### config.mk
export PLATFORM = sky130hd
export DESIGN_NAME = loader_ctrl_flat
export DESIGN_NICKNAME = d
export VERILOG_FILES = /design/src/rtl/loader_ctrl_if.sv /design/src/rtl/loader_ctrl.sv /design/src/flat_wrapper.sv
export SDC_FILE = /design/constraint.sdc
export NUM_CORES = 1
export LEC_CHECK = 0
export BUFFER_PORTS_ARGS = -buffer_cell sky130_fd_sc_hd__buf_2
export CAP_MARGIN = 15
export CELL_PAD_IN_SITES_DETAIL_PLACEMENT = 2
export CELL_PAD_IN_SITES_GLOBAL_PLACEMENT = 2
export CORE_UTILIZATION = 31
export DETAILED_ROUTE_END_ITERATION = 16
export PLACE_DENSITY_LB_ADDON = 0.12
export SLEW_MARGIN = 20
export SYNTH_ARGS = -nofsm -noshare
export SYNTH_HDL_FRONTEND = slang
export SYNTH_SLANG_ARGS = --single-unit
### constraint.sdc
create_clock -name clk_i -period 2.4 [get_ports clk_i]
set_clock_uncertainty 0.2 [all_clocks]
set_input_delay 0.72 -clock clk_i [delete_from_list [all_inputs] [get_ports clk_i]]
set_output_delay 0.72 -clock clk_i [all_outputs]
set_load 0.02 [all_outputs]
### src/rtl/loader_ctrl_if.sv
// ---------------------------------------------------------------------------
// loader_ctrl_if : host byte link plus the IRAM/DRAM loader-side bus
// Revision 1.0
// ---------------------------------------------------------------------------
`default_nettype none

interface loader_ctrl_if;
  logic       dc_i;
  logic       byte_rdy_i;
  logic [7:0] byte_data_i;
  logic       iram_wr_done_i;
  logic       dram_wr_done_i;
  logic       iram_dc_o;
  logic       iram_byte_rdy_o;
  logic       dram_dc_o;
  logic       dram_byte_rdy_o;
  logic [7:0] byte_data_o;
  logic       iram_sel_o;
  logic       dram_sel_o;
  logic       cpu_rst_n_o;
  logic       busy_o;
  logic       err_o;

  modport slave (
    input  dc_i, byte_rdy_i, byte_data_i, iram_wr_done_i, dram_wr_done_i,
    output iram_dc_o, iram_byte_rdy_o, dram_dc_o, dram_byte_rdy_o,
           byte_data_o, iram_sel_o, dram_sel_o, cpu_rst_n_o, busy_o, err_o
  );

  modport master (
    output dc_i, byte_rdy_i, byte_data_i, iram_wr_done_i, dram_wr_done_i,
    input  iram_dc_o, iram_byte_rdy_o, dram_dc_o, dram_byte_rdy_o,
           byte_data_o, iram_sel_o, dram_sel_o, cpu_rst_n_o, busy_o, err_o
  );
endinterface

`default_nettype wire

### src/rtl/loader_ctrl.sv
// ---------------------------------------------------------------------------
// loader_ctrl : decodes host commands, steers payload to the IRAM/DRAM loader
// Revision 1.0
// ---------------------------------------------------------------------------
`default_nettype none

module loader_ctrl #(
  parameter logic [7:0] IRAM_WR_ST = 8'h2a,
  parameter logic [7:0] IRAM_WR_SP = 8'h2b,
  parameter logic [7:0] DRAM_WR_ST = 8'h2c,
  parameter logic [7:0] DRAM_WR_SP = 8'h2d,
  parameter logic [7:0] CPU_RST    = 8'h2e,
  parameter logic [7:0] CPU_RUN    = 8'h2f,
  parameter logic [7:0] LDR_WR_ST  = 8'h2a,
  parameter logic [7:0] LDR_WR_SP  = 8'h2b
) (
  input  wire logic     clk_i,
  input  wire logic     rst_n_i,
  loader_ctrl_if.slave  bus
);

  localparam logic [2:0] S_IDLE      = 3'd0;
  localparam logic [2:0] S_IRAM_WR   = 3'd1;
  localparam logic [2:0] S_DRAM_WR   = 3'd2;
  localparam logic [2:0] S_IRAM_WAIT = 3'd3;
  localparam logic [2:0] S_DRAM_WAIT = 3'd4;

  logic [2:0] state_q, state_d;
  logic       iram_dc_q, iram_dc_d, iram_rdy_q, iram_rdy_d;
  logic       dram_dc_q, dram_dc_d, dram_rdy_q, dram_rdy_d;
  logic [7:0] data_q, data_d;
  logic       iram_sel_q, iram_sel_d, dram_sel_q, dram_sel_d;
  logic       cpu_rst_n_q, cpu_rst_n_d;
  logic       busy_q, busy_d;
  logic       err_q, err_d;

  logic       w_cmd, w_dat, w_is_iram;

  assign w_cmd     = bus.byte_rdy_i & ~bus.dc_i;
  assign w_dat     = bus.byte_rdy_i &  bus.dc_i;
  assign w_is_iram = (state_q == S_IRAM_WR);

  always_comb begin
    state_d     = state_q;
    iram_dc_d   = 1'b0;
    iram_rdy_d  = 1'b0;
    dram_dc_d   = 1'b0;
    dram_rdy_d  = 1'b0;
    data_d      = data_q;
    iram_sel_d  = iram_sel_q;
    dram_sel_d  = dram_sel_q;
    cpu_rst_n_d = cpu_rst_n_q;
    err_d       = err_q;

    case (state_q)
      S_IDLE: begin
        if (w_dat) begin
          err_d = 1'b1;
        end else if (w_cmd) begin
          case (bus.byte_data_i)
            CPU_RST: begin
              cpu_rst_n_d = 1'b0;
              err_d       = 1'b0;
            end
            CPU_RUN: cpu_rst_n_d = 1'b1;
            IRAM_WR_ST: begin
              // A load is only accepted while the CPU is parked in reset.
              if (cpu_rst_n_q) begin
                err_d = 1'b1;
              end else begin
                iram_sel_d = 1'b1;
                iram_rdy_d = 1'b1;
                data_d     = LDR_WR_ST;
                state_d    = S_IRAM_WR;
              end
            end
            DRAM_WR_ST: begin
              if (cpu_rst_n_q) begin
                err_d = 1'b1;
              end else begin
                dram_sel_d = 1'b1;
                dram_rdy_d = 1'b1;
                data_d     = LDR_WR_ST;
                state_d    = S_DRAM_WR;
              end
            end
            default: err_d = 1'b1;
          endcase
        end
      end

      S_IRAM_WR, S_DRAM_WR: begin
        if (w_dat) begin
          iram_rdy_d = w_is_iram;
          iram_dc_d  = w_is_iram;
          dram_rdy_d = ~w_is_iram;
          dram_dc_d  = ~w_is_iram;
          data_d     = bus.byte_data_i;
        end else if (w_cmd) begin
          if (bus.byte_data_i == (w_is_iram ? IRAM_WR_SP : DRAM_WR_SP)) begin
            iram_rdy_d = w_is_iram;
            dram_rdy_d = ~w_is_iram;
            data_d     = LDR_WR_SP;
            state_d    = w_is_iram ? S_IRAM_WAIT : S_DRAM_WAIT;
          end else begin
            err_d = 1'b1;
          end
        end
      end

      S_IRAM_WAIT: begin
        if (bus.byte_rdy_i) err_d = 1'b1;
        if (bus.iram_wr_done_i) begin
          iram_sel_d = 1'b0;
          state_d    = S_IDLE;
        end
      end

      S_DRAM_WAIT: begin
        if (bus.byte_rdy_i) err_d = 1'b1;
        if (bus.dram_wr_done_i) begin
          dram_sel_d = 1'b0;
          state_d    = S_IDLE;
        end
      end

      default: state_d = S_IDLE;
    endcase

    busy_d = (state_d != S_IDLE);
  end

  always_ff @(posedge clk_i or negedge rst_n_i) begin
    if (!rst_n_i) begin
      state_q     <= S_IDLE;
      iram_dc_q   <= 1'b0;
      iram_rdy_q  <= 1'b0;
      dram_dc_q   <= 1'b0;
      dram_rdy_q  <= 1'b0;
      data_q      <= 8'h00;
      iram_sel_q  <= 1'b0;
      dram_sel_q  <= 1'b0;
      cpu_rst_n_q <= 1'b0;
      busy_q      <= 1'b0;
      err_q       <= 1'b0;
    end else begin
      state_q     <= state_d;
      iram_dc_q   <= iram_dc_d;
      iram_rdy_q  <= iram_rdy_d;
      dram_dc_q   <= dram_dc_d;
      dram_rdy_q  <= dram_rdy_d;
      data_q      <= data_d;
      iram_sel_q  <= iram_sel_d;
      dram_sel_q  <= dram_sel_d;
      cpu_rst_n_q <= cpu_rst_n_d;
      busy_q      <= busy_d;
      err_q       <= err_d;
    end
  end

  assign bus.iram_dc_o       = iram_dc_q;
  assign bus.iram_byte_rdy_o = iram_rdy_q;
  assign bus.dram_dc_o       = dram_dc_q;
  assign bus.dram_byte_rdy_o = dram_rdy_q;
  assign bus.byte_data_o     = data_q;
  assign bus.iram_sel_o      = iram_sel_q;
  assign bus.dram_sel_o      = dram_sel_q;
  assign bus.cpu_rst_n_o     = cpu_rst_n_q;
  assign bus.busy_o          = busy_q;
  assign bus.err_o           = err_q;

endmodule

`default_nettype wire

### src/flat_wrapper.sv
// flat-port wrapper written by rule: the top's interface ports become plain ports
module loader_ctrl_flat 
#(
  parameter logic [7:0] IRAM_WR_ST = 8'h2a,
  parameter logic [7:0] IRAM_WR_SP = 8'h2b,
  parameter logic [7:0] DRAM_WR_ST = 8'h2c,
  parameter logic [7:0] DRAM_WR_SP = 8'h2d,
  parameter logic [7:0] CPU_RST    = 8'h2e,
  parameter logic [7:0] CPU_RUN    = 8'h2f,
  parameter logic [7:0] LDR_WR_ST  = 8'h2a,
  parameter logic [7:0] LDR_WR_SP  = 8'h2b
)
  (clk_i, rst_n_i, bus_dc_i, bus_byte_rdy_i, bus_byte_data_i, bus_iram_wr_done_i, bus_dram_wr_done_i, bus_iram_dc_o, bus_iram_byte_rdy_o, bus_dram_dc_o, bus_dram_byte_rdy_o, bus_byte_data_o, bus_iram_sel_o, bus_dram_sel_o, bus_cpu_rst_n_o, bus_busy_o, bus_err_o);
  loader_ctrl_if bus_i ();
  input  wire logic clk_i;
  input  wire logic rst_n_i;
  input wire logic [$bits(bus_i.dc_i)-1:0] bus_dc_i;
  input wire logic [$bits(bus_i.byte_rdy_i)-1:0] bus_byte_rdy_i;
  input wire logic [$bits(bus_i.byte_data_i)-1:0] bus_byte_data_i;
  input wire logic [$bits(bus_i.iram_wr_done_i)-1:0] bus_iram_wr_done_i;
  input wire logic [$bits(bus_i.dram_wr_done_i)-1:0] bus_dram_wr_done_i;
  output wire logic [$bits(bus_i.iram_dc_o)-1:0] bus_iram_dc_o;
  output wire logic [$bits(bus_i.iram_byte_rdy_o)-1:0] bus_iram_byte_rdy_o;
  output wire logic [$bits(bus_i.dram_dc_o)-1:0] bus_dram_dc_o;
  output wire logic [$bits(bus_i.dram_byte_rdy_o)-1:0] bus_dram_byte_rdy_o;
  output wire logic [$bits(bus_i.byte_data_o)-1:0] bus_byte_data_o;
  output wire logic [$bits(bus_i.iram_sel_o)-1:0] bus_iram_sel_o;
  output wire logic [$bits(bus_i.dram_sel_o)-1:0] bus_dram_sel_o;
  output wire logic [$bits(bus_i.cpu_rst_n_o)-1:0] bus_cpu_rst_n_o;
  output wire logic [$bits(bus_i.busy_o)-1:0] bus_busy_o;
  output wire logic [$bits(bus_i.err_o)-1:0] bus_err_o;
  assign bus_i.dc_i = bus_dc_i;
  assign bus_i.byte_rdy_i = bus_byte_rdy_i;
  assign bus_i.byte_data_i = bus_byte_data_i;
  assign bus_i.iram_wr_done_i = bus_iram_wr_done_i;
  assign bus_i.dram_wr_done_i = bus_dram_wr_done_i;
  assign bus_iram_dc_o = bus_i.iram_dc_o;
  assign bus_iram_byte_rdy_o = bus_i.iram_byte_rdy_o;
  assign bus_dram_dc_o = bus_i.dram_dc_o;
  assign bus_dram_byte_rdy_o = bus_i.dram_byte_rdy_o;
  assign bus_byte_data_o = bus_i.byte_data_o;
  assign bus_iram_sel_o = bus_i.iram_sel_o;
  assign bus_dram_sel_o = bus_i.dram_sel_o;
  assign bus_cpu_rst_n_o = bus_i.cpu_rst_n_o;
  assign bus_busy_o = bus_i.busy_o;
  assign bus_err_o = bus_i.err_o;
  loader_ctrl #(.IRAM_WR_ST(IRAM_WR_ST), .IRAM_WR_SP(IRAM_WR_SP), .DRAM_WR_ST(DRAM_WR_ST), .DRAM_WR_SP(DRAM_WR_SP), .CPU_RST(CPU_RST), .CPU_RUN(CPU_RUN), .LDR_WR_ST(LDR_WR_ST), .LDR_WR_SP(LDR_WR_SP)) u_core (.clk_i(clk_i), .rst_n_i(rst_n_i), .bus(bus_i));
endmodule
== Yosys cells after proc, flatten, opt, wreduce, memory -nomap -nowiden ==
Index checks and enable logic that the tools add are counted.
Word-level totals
  output and inout bits: 17
  input port bits: 14
  bits in registers: 20
  word-level logic and storage cells: 118
Cells by class
  reduce and logical (&&, ||, !) cells: 15
  mux-type cells: 61
  equal/unequal tests: 26
  bitwise logic cells: 5
Operators with widths (count)
  $mux W8: 7
  $mux W1: 33
  $mux W3: 11
  $eq A8 B6 Y1 const B: 4
  $ne A2 B2 Y1 const B: 9
  $pmux W8 S2: 1
  $pmux W3 S4: 1
  $reduce_and A6 Y1: 2
  $pmux W1 S2: 5
  $ne A3 B1 Y1 const B: 3
  $eq A8 B8 Y1: 1
  $reduce_and A8 Y1: 1
  $reduce_bool A2 Y1: 4
  $reduce_and A7 Y1: 1
  $eq A3 B2 Y1 const B: 2
  $ne A2 B1 Y1 const B: 3
  $pmux W1 S3: 2
  $pmux W3 S2: 1
  $reduce_bool A3 Y1: 2
  $reduce_or A2 Y1: 3
  $ne A4 B2 Y1 const B: 1
  $reduce_and A4 Y1: 1
  $eq A3 B1 Y1 const B: 1
  $eq A3 B3 Y1 const B: 1
  other kinds (4): 7

== Logic depth before layout (Yosys ltp) ==
Gate-level depths: netlist (run 1).
  depth after elaboration: 8
  depth in mapped cells: 6
  depth with buffers taken out: 5

== Worst setup path after synthesis (run 1) ==
OpenSTA, ideal clock, no wires.
  kind: input port to flip-flop
  start: input bus_byte_data_i[7]
  end: register u_core.cpu_rst_n_q, in the netlist u_core.bus.cpu_rst_n_o
  path buffers: 0
  required time: 2.075 ns
  data arrival time: 1.769 ns
  cell stages on the path: 4
  path slack: 0.307 ns
  setup time: 0.125 ns
  cells stage by stage: nand4bb_1 -> nor4b_4 -> nand4b_1 -> mux2_2
On the way
  longest elaborated chain between the ends: 3
  elaborated cells on any way between the ends: 5
  classes of those cells: 2 x eq/ne; 1 x mux; 2 x reduce/logical
RTL lines
  start, declared: RTL line flat_wrapper.sv:19  | input wire logic [$bits(bus_i.byte_data_i)-1:0] bus_byte_data_i;
  $eq A8 B6 Y1: RTL line loader_ctrl.sv:60  | case (bus.byte_data_i)
  $reduce_bool A2 Y1 (no line)
  $reduce_and A4 Y1 (no line)
  end signal, assigned: RTL line loader_ctrl.sv:155  | cpu_rst_n_q <= cpu_rst_n_d;
  end, declared: RTL line loader_ctrl.sv:33  | logic cpu_rst_n_q, cpu_rst_n_d;
Several ways; a longest one is shown, not always the timed one.
A chain may end at the register's enable or synchronous reset.

== Worst setup path in the final report (run 1) ==
Ends and elaborated chain as after synthesis.

==> results.yml, run 1 <==
setup_path:
  critPathRequiredTime_ns: 2.36
  r2r-start: "u_core.state_q[1]"
  crit_fanout: 5
  endpoint_kind: "flop"
  worstPathArrival_ns: 2.06
  critical_path_class: "input port to flop"
  reg2reg_to: "u_core.bus.byte_data_o[2]"
  ff2ff_path_depth: 5
  cp-start-kind: "input port"
  rrSetupSlack_ns: 0.34
synthesis:
  synth_edf_count: 0
  synth_flop_cell: "dfrtp_1"
  ys.warnings.count: 0
  yosysMostFrequentCell: "dfrtp_1"
  synth_top_area_share_pct: 43.76
  synth_area_leaders: "dfrtp_1 (44%), a22o_2 (3.5%), a2bb2oi_1 (3.1%)"
  synthesis.nets: 123
  synth.cell_area_sq_um: 1144
  async_flop_share_pct: 100.0
  synth-seq-cells: 20
  syn_inst: 109
  ys_types: 44
  syn_avg_cell_area_sq_um: 10.49
  synth_top_area_cell: "dfrtp_1"
  synth_top_cells_by_count: "dfrtp_1 (20), inv_1 (7), nand2_1 (7)"
  ys_seq_area_share_pct: 43.76
global_route:
  grt_pass1_vias: 1207
  antenna_found_initial: 0
  overflow: 0
  grt_pass1_wl_um: 5954
  grt_usage_pct: 20.12
  grt_max_degree: 21
clocking:
  postCtsResizedCells: 0
  cts_buffer_depth: 2
  post_cts_buffers: 0
  numCtsBuffers: 3
  root_buffer: "clkbuf_8"
  cts_max_level: 1
  cts_sinks: 20
  insertion_delay_ns: 0.27
  cts.clk_slew.worst_paths_ns: 0.08
  cts_tree: "done"
  cts_hold_buf: 0
run_status:
  status: "finished, final reports clean"
route:
  antenna_left: 0
  post_drt_wl_per_cell_um: 18.09
  drc: 0
  num_vias: 1036
  dr.pass1.iters: 4
  first_iter_violations: 42
  wl_um: 3528
  avgViaCountPerCell: 5.313
sta:
  period_share_pct: 87.53
  min_period_ns: 2.101
  rsz0062_at_grt: "false"
  clock.fmax_mhz: 476.0
  worstMarginPinSlew_ns: 0.4738
  setup_viol: 0
  slew_viol_final: 0
  slew_headroom_pct: 68.41
  hold_viol_final: 0
  tns_ns: 0
floorplan:
  num_rows: 21
  core-area_sq_um: 3442
  chipHeight_um: 62.74
  dieWidth_um: 62.74
  initial_core_util_pct: 33.22
  pin_count: 31
  die_area_sq_um: 3936
final_layout:
  layout.nets: 164
  num_antenna_cells: 0
  area_growth_pct: 25.82
  drive_above_1_share_pct: 41.61
  final_util_pct: 41.80
placed_design:
  gp_congestion: 0.7593
  hpwlAfterDp_um: 2579
  portBuffers: 30
power_and_ir_drop:
  worst_ir_drop_vdd_uv: 238.5
  leakagePower_nw: 0.6802
  powerDensity_nw_per_um2: 571.0
hold_path:
  hold_path.class: "input port to asynchronous set/reset pin"
run:
  cap_violations: 0
[layout make-up]
class,count,area (sq um)
fillers,393,2003
well taps,46,57.56
clock buffers,4,55.05
inverters,7,26.28
flip-flops and latches,20,500.5
multi-input cells,79,581.8
repair buffers,39,217.7
[where the power goes]
part / internal [W] / total (W) / switching, W
clock: 0.000147 / 0.000271 / 0.000124
combinational: 0.0000722 / 0.000180 / 0.000108
sequential: 0.000359 / 0.000370 / 0.0000112
[routing by layer]
layer  up-vias  GRT usage (%)  share of wire (%)
li1        475              -                  -
met1       535          22.30                 41
met2        21          36.68                 53
met3         5          3.467                3.2
met4         0          9.884                2.0
met5         -              0                  0
[worst max-delay path, stage by stage]
cell       delay (ns)
buf_2            0.10
nand4bb_1        0.39
nor4b_4          0.42
nand4b_1         0.14
mux2_2           0.28
[per-stage QoR]
step / instance area, sq um / std cells / setup WS, ns / hold slack [ns] / total power [W]
6_report: 1439 / 195 / 0.2993 / 0.1939 / 0.0008216
5_1_grt: 1439 / 195 / 0.1683 / 0.2219 / 0.0008636
4_1_cts: 1439 / 195 / 0.2940 / 0.2118 / 0.0008377
3_5_place_dp: 1384 / 191 / 0.01575 / 0.2764 / 0.0005568
3_3_place_gp: 1384 / 191 / 0.08432 / 0.2814 / 0.0005509
2_1_floorplan: 1144 / 109 / 0.3067 / 0.2244 / 0.0004803
[state kept, by name, summed over array words and instances (netlist names)]
| name | cells |
|---|---|
| u_core.bus.byte_data_o | 8 |
| u_core.bus.iram_byte_rdy_o | 1 |
| u_core.bus.dram_byte_rdy_o | 1 |
| u_core.state_q | 3 |
| u_core.bus.iram_dc_o | 1 |
| u_core.bus.dram_dc_o | 1 |
| u_core.bus.cpu_rst_n_o | 1 |
| u_core.bus.dram_sel_o | 1 |
| u_core.bus.iram_sel_o | 1 |
| u_core.bus.busy_o | 1 |
| u_core.bus.err_o | 1 |
[placed cells by master, fill, tap and decap left out, types with 3 or more instances in the layout]
cell type / instances
a21oi_1: 5
a22o_2: 4
a2bb2oi_1: 4
buf_2: 30
buf_4: 9
clkbuf_8: 4
dfrtp_1: 20
inv_1: 7
nand2_1: 7
nand2b_1: 3
nand3_1: 5
nor2_1: 5
nor3_1: 3
o21ai_0: 4
[worst max path at each step]
stage	start	end	depth (start not counted)
floorplan	bus_byte_data_i[7]	u_core.bus.cpu_rst_n_o	4
global placement	bus_byte_data_i[2]	u_core.bus.byte_data_o[5]	6
detailed placement	bus_byte_data_i[7]	u_core.bus.err_o	6
CTS	bus_byte_data_i[7]	u_core.bus.err_o	6
global route	bus_byte_data_i[7]	u_core.bus.err_o	6
finish	bus_byte_data_i[7]	u_core.bus.cpu_rst_n_o	5
[kinds of logic (layout without fill, tap and decap cells)]
kind of cell / count (synthesis) / after routing / synth area share [%]
buffers and inverters: 10 / 50 / 5.362
xor gates and xnor gates: 2 / 2 / 1.532
AOI/OAI and AO/OA: 27 / 27 / 18.60
and+or+nand+nor: 47 / 47 / 27.46
DFF: 20 / 20 / 43.76
muxes: 3 / 3 / 3.282
(Power assumes the default switching activity.)
==> run 2: changes to the inputs <==
- ABC_CLOCK_PERIOD_IN_PS: unset -> 2400
- PLACE_DENSITY_LB_ADDON: 0.12 -> 0.1
==> run 2 against run 1 <==
Against the previous run:
- maximum frequency shrank 0.53%
- via count shrank 1.2%
- critical path type unchanged
- count of clock-buffer cells in the layout shrank 1
==> results.yml, run 2 (same netlist as run 1, synthesis figures left out) <==
setup_path:
  slowest_stage: "nor4b_4"
  critical_path_class: "input port to flop"
  critPathRequiredTime_ns: 2.35
  r2r-start: "u_core.state_q[1]"
  cp-start-kind: "input port"
  endpoint_kind: "flop"
  crit_fanout: 5
  max_stage_delay_ns: 0.44
  crit_chain: "buf_2, nand4bb_1, nor4b_4, nand4b_1, mux2_2"
  crit_start: "bus_byte_data_i[7]"
  worstPathArrival_ns: 2.06
power_and_ir_drop:
  switching_share_pct: 26.84
  seqPwrFrac_pct: 41.3
  leakagePower_nw: 0.6920
  internal-power_w: 0.0006550
  p_switching_w: 0.0002403
  worst_ir_drop_vdd_uv: 242.1
  powerDensity_nw_per_um2: 612.1
  p_comb_share_pct: 20.0
  clockPowerShare_pct: 38.7
floorplan:
  chipHeight_um: 62.74
  pin_count: 31
  core-area_sq_um: 3442
  die_area_sq_um: 3936
  num_rows: 21
  initial_core_util_pct: 33.22
  dieWidth_um: 62.74
route:
  drc: 0
  dr.pass1.iters: 4
  post_drt_wl_per_cell_um: 17.12
  num_vias: 1024
  avgViaCountPerCell: 5.224
  antenna_left: 0
  wl_um: 3356
  first_iter_violations: 40
clocking:
  cts_hold_buf: 0
  cts_buffer_depth: 2
  insertion_delay_ns: 0.27
  post_cts_buffers: 0
  cts_tree: "done"
  postCtsResizedCells: 0
  root_buffer: "clkbuf_8"
  numCtsBuffers: 3
  cts_max_level: 1
  cts.clk_slew.worst_paths_ns: 0.09
  cts_sinks: 20
run:
  cap_violations: 0
sta:
  slew_viol_final: 0
  slew_headroom_pct: 69.17
  setup_viol: 0
  worstMarginPinSlew_ns: 0.4625
  period_share_pct: 87.99
  hold_viol_final: 0
  min_period_ns: 2.112
  setup_ws_ns: 0.2882
  rsz0062_at_grt: "false"
  clock.fmax_mhz: 473.5
  tns_ns: 0
global_route:
  grt_max_degree: 21
  top_usage_layer: "met2"
  antenna_found_initial: 0
  overflow: 0
  grt_pass1_vias: 1163
  grt_usage_pct: 18.88
  use_met2_pct: 35.05
  use_met3_pct: 2.737
  grt_use_met1_pct: 21.97
  grt_pass1_wl_um: 5740
final_layout:
  layout.nets: 165
  num_antenna_cells: 0
  layoutNonFillerInstCount: 196
  design_area_sq_um: 1463
  seqCellArea_sq_um: 500.5
  area_growth_pct: 27.90
  mostFrequentLayoutCell: "buf_2"
  multi_input_area_sq_um: 581.8
  largest_reg_flops: 8
  mostFrequentLayoutCells: "buf_2 (30), dfrtp_1 (20), buf_4 (10)"
  drive_above_1_share_pct: 42.00
  n_fill_cell: 386
placed_design:
  gp_congestion: 0.7579
  hpwlAfterDp_um: 2518
  dp_cells: 192
  portBuffers: 30
  dp_worst_setup_slack_ns: 0.008645
  place_area_sq_um: 1391
run_status:
  status: "finished, final reports clean"
hold_path:
  hold_path.class: "input port to asynchronous set/reset pin"
run 2: cell count changes in the layout (fill, tap and decap cells not counted), sizes merged:
cell,before,now
buf,39,40
bufinv,0,1
clkbuf,4,3
run 2: through the flow:
| step | total power, W | hold slack, ns | util [%] |
|---|---|---|---|
| 2_1_floorplan | 0.0004803 | 0.2244 | - |
| 3_3_place_gp | 0.0005511 | 0.2775 | 40.42 |
| 3_5_place_dp | 0.0005565 | 0.2763 | 40.42 |
| 4_1_cts | 0.0009058 | 0.2121 | 42.49 |
| 5_1_grt | 0.0009353 | 0.2163 | 42.49 |
| 6_report | 0.0008953 | 0.1895 | 42.49 |
run 2: final timing paths:
check                                            end  slack (ns)  cells past startpoint
hold reg to reg            u_core.bus.byte_data_o[0]        0.30                      1
setup reg to reg           u_core.bus.byte_data_o[6]        0.34                      5
max in group asynchronous           u_core.bus.err_o        1.48                      1
hold / removal                 u_core.bus.iram_sel_o        0.19                      1
min in group clk_i         u_core.bus.byte_data_o[0]        0.30                      1
setup / recovery              u_core.bus.cpu_rst_n_o        0.29                      5
run 2: critical path, delay by kind of cell:
kind | cells | cell delay (ns)
buf+inv | 1 | 0.10
simple gates | 3 | 0.95
mux | 1 | 0.29
run 2: power by group through the flow:
| stage | Clock (W) | Combinational, W | Sequential (W) |
|---|---|---|---|
| detailed placement | 0 | 0.000180 | 0.000376 |
| floorplan | 0 | 0.0000777 | 0.000403 |
| finish | 0.000346 | 0.000179 | 0.000370 |
| CTS | 0.000352 | 0.000183 | 0.000370 |
| global route | 0.000368 | 0.000195 | 0.000372 |
| global placement | 0 | 0.000176 | 0.000375 |
run 2: per-layer routing:
metal  part of all wire (%)  vias to the layer above
met5                      0                        -
met4                    1.2                        0
met3                    3.0                        5
met2                     53                       21
met1                     42                      514
li1                       -                      484
run 2: cell type report:
class | instances | area share, %
clock buffers | 3 | 2.823
clock inverters | 1 | 2.053
inverters | 7 | 1.796
multi-input cells | 79 | 39.78
flip-flops and latches | 20 | 34.22
well taps | 46 | 3.935
repair buffers | 40 | 15.40
